**config.mk**
```make
export PLATFORM = sky130hd
export DESIGN_NAME = vector_sequencer
export DESIGN_NICKNAME = d
export VERILOG_FILES = /design/src/rtl/vector_sequencer.sv
export SDC_FILE = /design/constraint.sdc
export NUM_CORES = 1
export LEC_CHECK = 0
export BUFFER_PORTS_ARGS = -buffer_cell sky130_fd_sc_hd__buf_4
export CAP_MARGIN = 20
export CORE_MARGIN = 8
export CORE_UTILIZATION = 66
export DETAILED_ROUTE_END_ITERATION = 12
export GPL_TIMING_DRIVEN = 0
export MAX_ROUTING_LAYER = met4
export PLACE_DENSITY = 0.9
export SLEW_MARGIN = 20
export SYNTH_ARGS = -nofsm -noshare
export SYNTH_HDL_FRONTEND = slang
export SYNTH_SLANG_ARGS = --single-unit
```
**constraint.sdc**
```tcl
create_clock -name clk -period 7.7 [get_ports clk]
set_clock_uncertainty 0.05 [all_clocks]
set_input_delay 0.385 -clock clk [delete_from_list [all_inputs] [get_ports clk]]
set_output_delay 0.385 -clock clk [all_outputs]
set_load 0.005 [all_outputs]
```
**src/rtl/vector_sequencer.sv**
```systemverilog
// Vector sequencer: stores stimulus vectors, replays them to two DUT
// implementations with a programmable hold time, and counts result mismatches.
module vector_sequencer #(
   parameter int VEC_W = 64,
   parameter int OUT_W = 32,
   parameter int DEPTH = 16,
   parameter int HOLD  = 2
) (
   input  logic                       clk,
   input  logic                       rst_n,
   input  logic                       load_valid,
   input  logic [VEC_W-1:0]           load_data,
   output logic                       load_ready,
   input  logic                       clr,
   input  logic                       start,
   output logic                       busy,
   output logic                       done,
   output logic [VEC_W-1:0]           vec_out,
   output logic                       vec_valid,
   input  logic [OUT_W-1:0]           dut_y_a,
   input  logic [OUT_W-1:0]           dut_y_b,
   output logic [15:0]                mismatch_cnt,
   output logic [$clog2(DEPTH)-1:0]   first_bad_idx,
   output logic                       mismatch_seen
);

   localparam int AW = $clog2(DEPTH);
   localparam int HW = (HOLD > 1) ? $clog2(HOLD) : 1;
   localparam logic [AW:0]   DEPTH_C   = (AW+1)'(DEPTH);
   localparam logic [HW-1:0] HOLD_LAST = HW'(HOLD - 1);
   localparam logic [AW-1:0] IDX0      = '0;

   typedef enum logic [1:0] {IDLE, APPLY, DONE} state_t;

   state_t             state;
   logic [AW:0]        count;
   logic [AW-1:0]      idx;
   logic [AW-1:0]      idx_nxt;
   logic [HW-1:0]      hold;
   logic               busy_r;
   logic               done_r;
   logic [VEC_W-1:0]   vec_p0;
   logic               vld_p0;
   logic               load_acc;
   logic               last_vec;
   logic               hold_end;
   logic [VEC_W-1:0]   mem [DEPTH];

   // Saturating increment for the mismatch counter.
   function automatic logic [15:0] sat_inc16(input logic [15:0] v);
      return (v == 16'hFFFF) ? v : v + 16'd1;
   endfunction

   assign load_ready = (state == IDLE) && (count < DEPTH_C) && !start;
   assign load_acc   = load_valid && load_ready && !clr;
   assign idx_nxt    = idx + 1'b1;
   assign last_vec   = ({1'b0, idx} == (count - 1'b1));
   assign hold_end   = (hold == HOLD_LAST);

   assign busy      = busy_r;
   assign done      = done_r;
   assign vec_out   = vec_p0;
   assign vec_valid = vld_p0;

   // Vector storage: append at the current fill level, contents survive runs.
   always_ff @(posedge clk) begin
      if (load_acc)
         mem[count[AW-1:0]] <= load_data;
   end

   // Control FSM with registered stimulus and compare bookkeeping.
   always_ff @(posedge clk or negedge rst_n) begin
      if (!rst_n) begin
         state         <= IDLE;
         count         <= '0;
         idx           <= '0;
         hold          <= '0;
         busy_r        <= 1'b0;
         done_r        <= 1'b0;
         vec_p0        <= '0;
         vld_p0        <= 1'b0;
         mismatch_cnt  <= '0;
         first_bad_idx <= '0;
         mismatch_seen <= 1'b0;
      end else begin
         case (state)
            IDLE: begin
               done_r <= 1'b0;
               if (start && (count != '0)) begin
                  state         <= APPLY;
                  busy_r        <= 1'b1;
                  idx           <= '0;
                  hold          <= '0;
                  vec_p0        <= mem[IDX0];
                  vld_p0        <= 1'b1;
                  mismatch_cnt  <= '0;
                  first_bad_idx <= '0;
                  mismatch_seen <= 1'b0;
               end else if (clr) begin
                  count <= '0;
               end else if (load_acc) begin
                  count <= count + 1'b1;
               end
            end
            // Stage p0 boundary: vec_p0/vld_p0 drive the DUTs; results compared at end of hold.
            APPLY: begin
               if (hold_end) begin
                  if (dut_y_a != dut_y_b) begin
                     mismatch_cnt <= sat_inc16(mismatch_cnt);
                     if (!mismatch_seen) begin
                        mismatch_seen <= 1'b1;
                        first_bad_idx <= idx;
                     end
                  end
                  if (last_vec) begin
                     state  <= DONE;
                     busy_r <= 1'b0;
                     done_r <= 1'b1;
                     vec_p0 <= '0;
                     vld_p0 <= 1'b0;
                  end else begin
                     idx    <= idx_nxt;
                     hold   <= '0;
                     vec_p0 <= mem[idx_nxt];
                  end
               end else begin
                  hold <= hold + 1'b1;
               end
            end
            DONE: begin
               state  <= IDLE;
               done_r <= 1'b0;
            end
            default: begin
               state  <= IDLE;
               busy_r <= 1'b0;
               done_r <= 1'b0;
               vec_p0 <= '0;
               vld_p0 <= 1'b0;
            end
         endcase
      end
   end

endmodule

```
* Word-level counts from Yosys, hierarchy flattened *
Memory sizes are Yosys's and may differ from the RTL's.
Cells that the tools add are included.

word-level totals
  output and inout port bits = 89
  memories kept = 1
  logic and storage cells = 91
  register bits after elaboration = 99
  bits in writable memories = 1024

cells by class
  add/sub/neg operators = 5
  equal/unequal tests = 12
  magnitude comparators = 1
  bitwise gates (word level) = 2
  multiplexer cells = 39
  reduce and logical (&&, ||, !) cells = 21

memories
  memory  depth  bits a word  read ports  clocked after memory_dff  write ports  RTL line  source
  mem     16     64           2           0                         1            47        logic [VEC_W-1:0] mem [DEPTH];

operator list
  cell                     number
  $mux W64                 3
  $pmux W64 S3             1
  $mux W16                 4
  $ne A32 B32 Y1           1
  $pmux W16 S2             1
  $mux W4                  6
  $add A16 B1 Y16 const B  1
  $eq A16 B16 Y1 const B   1
  $pmux W4 S2              2
  $mux W1                  13
  $ne A2 B2 Y1 const B     6
  $reduce_and A4 Y1        3
  $mux W5                  2
  $reduce_and A5 Y1        2
  $reduce_and A3 Y1        3
  $mux W2                  3
  $add A5 B1 Y5 const B    1
  $eq A4 B5 Y1             1
  $logic_and A1 B1 Y1      5
  $lt A5 B5 Y1 const B     1
  $reduce_bool A5 Y1       1
  $sub A5 B1 Y5 const B    1
  $add A4 B1 Y4 const B    1
  $pmux W1 S2              2
  11 further kinds         15

* Longest topological paths before layout *
  depth after elaboration = 7
  gate-level depth with buffers = 10

* Least setup slack after synthesis *
No wires, ideal clock.

  kind = register to register
  from = register state[0]
  to = memory mem[13][0], enable pin
  period minus slack after synthesis = 4.748 ns
  buffers on the path = 1
  setup time = 0.486 ns
  stages on the path, launching flop included = 7
  arrival = 4.212 ns
  setup slack = 2.952 ns
  path through = dfrtp_1 -> buf_2 -> nor4_1 -> and2_1 -> nor2b_1 -> nand2_1 -> nor2_1

on the way
  word-level cells in the longest chain between the ends = 7

RTL lines
  element                           RTL line  source
  start: declaration                35        state_t state;
  start signal: assignment          74        state <= IDLE;
  start signal: assignment          90        state <= APPLY;
  start signal: assignment          116       state <= DONE;
  $logic_not A2 Y1                  54        assign load_ready = (state == IDLE) && (count < DEPTH_C) && !start;
  $logic_and A1 B1 Y1 (2 in a row)  54
  via load_ready                    13        output logic load_ready,
  $logic_and A1 B1 Y1 (2 in a row)  55        assign load_acc = load_valid && load_ready && !clr;
  $mux W1                           67        if (load_acc)
  $mux W1 (implied by the code)     68        mem[count[AW-1:0]] <= load_data;
  end: declaration                  47

The timed path passes the listed nets, and every way through them passes these cells.

* Worst setup path after layout *
  from = register idx[1]
  to = register vec_p0[13], in the netlist vec_out[13]

on the way
  word-level cells in the longest chain between the ends = 5

RTL lines
  element                   RTL line  source
  start: declaration        37        logic [AW-1:0] idx;
  start signal: assignment  122       idx <= idx_nxt;
  $add A4 B1 Y4             56        assign idx_nxt = idx + 1'b1;
  $mem_v2 Z16 W64           n/a
  $mux W64 (*)              115       if (last_vec) begin
  $mux W64 (*)              107       if (hold_end) begin
  $pmux W64 S3 (*)          86        case (state)
  end signal: assignment    94        vec_p0 <= mem[IDX0];
  end signal: assignment    124       vec_p0 <= mem[idx_nxt];
  end: declaration          42        logic [VEC_W-1:0] vec_p0;

Mark *: on every way between the ends. The rest lies on a longest branch, timed or not. The select of a mux whose other input is x is not followed.
A chain may end at the register's enable or synchronous reset.

==> results.env <==
INSERTION_DELAY_NS=0.71
VIAS_PER_CELL=7.62
ANTENNA_FOUND_INITIAL=3
NETLIST_INSTANCES=2070
NUMBER_OF_BUFFERS_ADDED_BY_THE_CLOCK_TREE_SYNTHESIS_STEP=108
SETUP_REPAIR_AFTER_GLOBAL_ROUTING_MISSED_ITS_MARGIN='false'
STATIC-LEAKAGE-POWER_nW=17.5
CRIT_PATH_TOP_DELAY_CELL='sky130_fd_sc_hd__clkbuf_1'
DRT_PASS1_ITERATIONS=6
HOLD_PATH_END='count[2]$_DFFE_PN0P_'
DIEAREA_SQ_UM=75500
WORST_R2R_ENDPOINT='vec_out[13]$_DFFE_PN0P_'
WORST_HOLD_SLACK_NS=0.127
TIMING.RR.START='idx[1]$_DFFE_PN0P_'
POST_SYNTH_NUM_CELL_TYPES=56
DRC=0
FLOW.AREA_GROWTH_FROM_SYNTHESIS_PCT=18.9
TOTAL_NUMBER_OF_PLACEMENT_ROWS=95
TIMING_MAX_TRANSITION_VIOLATIONS_FINAL=0
COUNT_OF_BUFFERS_FROM_PORT_BUFFERING=221
HOLDPATHSTAGES=3
CRIT_PATH_START_KIND='flop'
CLOCK_TREE.BUFFER_DEPTH=3
CP.REQUIRED_NS=8.21
SLACK_OF_THE_WORST_REG_TO_REG_PATH_NS=3.40
DETAIL-ROUTE-ANTENNA-NETS=0
POST-LAYOUT-TOTAL-POWER_mW=20.3
LARGEST_VDD_SUPPLY_DROP_mV=0.310
WIRELENGTH_UM=138000
MAXSLEWHEADROOM=0.251
GLOBAL_ROUTE.OVERFLOW_TOTAL=0
YS.WARNINGS.COUNT=0
YS_SEQ_ELEMENTS=1123
SYNTHESIS.AREA_PER_INSTANCE_SQ_UM=21.3
FINAL_CELL_COUNT_NO_FILL=3491
PLACE.DETAILED.HPWL_UM=76700
WORSTPATHARRIVAL_NS=4.81
FINALCRITPERIODSHARE=0.558
CTS_TREE='built'
SYN-CELL-AREA_SQ_UM=44200
GLOBAL_ROUTE.USAGE.TOTAL=0.379
CRITICAL-PATH-MAX-STAGE-DELAY_NS=0.88
HOLD_PATH_STARTPOINT='clr'
MAX_SLEW.WORST_PIN.SLEW_NS=1.12
TRITONCTS_NUM_SINKS=1123
CLOCK.FMAX_GHz=0.233
HP-CLASS='primary input to flop'
POSTLAYOUTCOREUTIL=0.788
CTS_RESIZED=0
MAX_H_TREE_LEVEL=3
CRIT_PATH_END_KIND='flop'
WORSTPATHCELLLIST='ha_1 -> clkbuf_1 -> buf_2 -> buf_2 -> clkbuf_1 -> mux4_2 -> mux2i_1 -> a211oi_2 -> a221o_1'
CLK_TRANSITION_REPORTED_PATHS_NS=0.06
FLOORPLAN.INITIALDENSITY=0.662
MIN_TCLK_POST_ROUTE_NS=4.30
FINAL-HOLD-VIOLATION-COUNT=0
WORSTSETUPPATHTYPE='flop to flop'
SYNTH_FLOP_CELL='sky130_fd_sc_hd__edfxtp_1'
CRITPATHMAXFANOUT=10
DIE_W_UM=275
BOUNDARYPINS=222
GRT_FIRST_PASS_WIRELENGTH_UM=196000
POSTSYNTH.ASYNCRESETSHARE=0.0882
ROUTABILITY_CONGESTION_ESTIMATE=0.859
FINALSETUPTNS_NS=0
AVGROUTEDWIREPERCELL_UM=39.5
REG2REGPATHDEPTH=9
DETAILEDROUTE.FIRSTITERATIONVIOLATIONS=4666
YOSYSSEQAREASHARE=0.752
DP.CELLS=3218
OUTCOME='finished clean'
ROUTED-VIA-COUNT=26612
NUM-NETS-FINAL=2659
MAXIMUM_NUMBER_OF_PINS_ON_ONE_NET_BEFORE_GLOBAL_ROUTE_REPAIR=52
CORE-AREA_SQ_UM=66700
POWER_DENSITY_nW_PER_UM2=387
CTS_ROOT_BUFFER='sky130_fd_sc_hd__clkbuf_16'
FIRST_GLOBAL_VIAS=27510
SYNTH_NETS=2209
FINALSETUPVIOLCOUNT=0
MAX_CAP_VIOLATIONS=0
SYNTH_EDF_COUNT=1024
FINAL_LAYOUT_SIZE_SUFFIX_GT1_FRAC=0.325
DIE-HEIGHT_UM=275
[per-layer routing]
layer / global-route usage / vias up / wire length, um
li1: - / 9645 / -
met1: 0.439 / 13204 / 41900
met2: 0.602 / 2978 / 67100
met3: 0.0835 / 785 / 17500
met4: 0.247 / 0 / 11300
met5: - / - / 0
[per-stage QoR]
stage          setup WS [ns]  instance area, sq um
4_1_cts                 3.54                 52500
5_1_grt                 3.35                 52500
3_3_place_gp        -0.00602                 46900
6_report                3.40                 52500
2_1_floorplan           2.95                 44200
3_5_place_dp            3.67                 48300
[cell families (layout without fill, tap and decap cells)]
kind of cell,after synthesis,in the layout,share of synthesized area
DFF,1123,1123,0.752
muxes,321,321,0.145
AOI/OAI and AO/OA,252,252,0.0526
and+or+nand+nor,196,196,0.0240
buffers and inverters,131,675,0.0158
xor gates and xnor gates,41,41,0.00847
adders and majority gates,6,6,0.00170
other,0,4,0
[flip-flops by register name, indices dropped and copies added, names as in the netlist, 2 cells and up]
signal,count
mismatch_cnt,16
idx,4
state,2
first_bad_idx,4
count,5
vec_out,64
mem,1024
[critical path, delay by kind of cell, from the launching register on]
family / cells / cell delay, ns
buffers and inverters: 4 / 2.03
muxes: 2 / 0.74
DFF: 1 / 0.51
AOI/OAI and AO/OA: 2 / 0.44
adders and majority gates: 1 / 0.38
[timing repair]
action | in CTS | in global routing
hold buffers | 65 | 0
setup endpoints to repair | 0 | 0
hold endpoints to repair | 1071 | 0
setup buffers | 0 | 0
[cell type report]
type / instances / area [sq um]
Sequential cell: 1123 / 33200
Fill cell: 2967 / 14200
Multi-Input combinational cell: 816 / 10400
Timing Repair Buffer: 340 / 3520
Clock buffer: 131 / 2860
Tap cell: 873 / 1090
Clock inverter: 73 / 729
Buffer: 126 / 683
Inverter: 5 / 18.8
Antenna cell: 4 / 10.0
[report_power, final]
part	switching, mW	leakage (nW)	internal [mW]
sequential	0.246	10.4	6.91
clock	2.49	1.76	3.04
combinational	4.44	5.25	3.21
total	7.18	17.5	13.2
[cells in the final DEF (no fill, tap or decap), types with 11 or more instances in the layout]
cell,n
sky130_fd_sc_hd__clkinv_2,31
sky130_fd_sc_hd__nand3_1,16
sky130_fd_sc_hd__o21ai_0,20
sky130_fd_sc_hd__clkinv_1,17
sky130_fd_sc_hd__a211oi_2,60
sky130_fd_sc_hd__buf_2,47
sky130_fd_sc_hd__buf_16,19
sky130_fd_sc_hd__nand2_1,27
sky130_fd_sc_hd__a211oi_1,69
sky130_fd_sc_hd__nor2_4,16
sky130_fd_sc_hd__dfrtp_1,99
sky130_fd_sc_hd__edfxtp_1,1024
sky130_fd_sc_hd__dlygate4sd3_1,65
sky130_fd_sc_hd__buf_4,224
sky130_fd_sc_hd__and2_1,67
sky130_fd_sc_hd__buf_1,13
sky130_fd_sc_hd__nor2_1,22
sky130_fd_sc_hd__xnor2_1,24
sky130_fd_sc_hd__clkbuf_16,109
sky130_fd_sc_hd__xor2_1,16
sky130_fd_sc_hd__buf_12,40
sky130_fd_sc_hd__a221o_1,64
sky130_fd_sc_hd__clkbuf_1,67
sky130_fd_sc_hd__mux2i_1,64
sky130_fd_sc_hd__bufinv_16,11
sky130_fd_sc_hd__nand4_1,13
sky130_fd_sc_hd__mux4_2,256
[worst max-delay path by stage]
stage                                     from                      end  slack, ns  cells after the start
after floorplan           state[0]$_DFFE_PN0P_     mem[13][0]$_DFFE_PP_       2.95                      6
after global placement    state[1]$_DFFE_PN0P_      mem[1][6]$_DFFE_PP_     -0.006                      6
after detailed placement    idx[1]$_DFFE_PN0P_   vec_out[9]$_DFFE_PN0P_       3.67                      9
after CTS                   idx[1]$_DFFE_PN0P_  vec_out[12]$_DFFE_PN0P_       3.54                      9
after global routing      state[1]$_DFFE_PN0P_     mem[12][5]$_DFFE_PP_       3.35                     10
final                       idx[1]$_DFFE_PN0P_  vec_out[13]$_DFFE_PN0P_       3.40                      9
[cells in the mapped netlist, types with 7 or more instances]
cell type	number	area, sq um
sky130_fd_sc_hd__nand3_1	16	80.1
sky130_fd_sc_hd__buf_2	47	235
sky130_fd_sc_hd__buf_12	7	140
sky130_fd_sc_hd__a221o_1	64	641
sky130_fd_sc_hd__xnor2_1	24	210
sky130_fd_sc_hd__a211oi_1	69	518
sky130_fd_sc_hd__and2_1	67	419
sky130_fd_sc_hd__mux4_2	256	5770
sky130_fd_sc_hd__clkbuf_1	53	199
sky130_fd_sc_hd__nand2_1	27	101
sky130_fd_sc_hd__nand4_1	13	81.3
sky130_fd_sc_hd__xor2_1	16	140
sky130_fd_sc_hd__o21ai_0	20	100
sky130_fd_sc_hd__dfrtp_1	99	2480
sky130_fd_sc_hd__a211oi_2	60	751
sky130_fd_sc_hd__edfxtp_1	1024	30700
sky130_fd_sc_hd__buf_1	13	48.8
sky130_fd_sc_hd__mux2i_1	64	641
sky130_fd_sc_hd__nor2_1	38	143
Note: power is estimated with default switching activity, not from simulation.
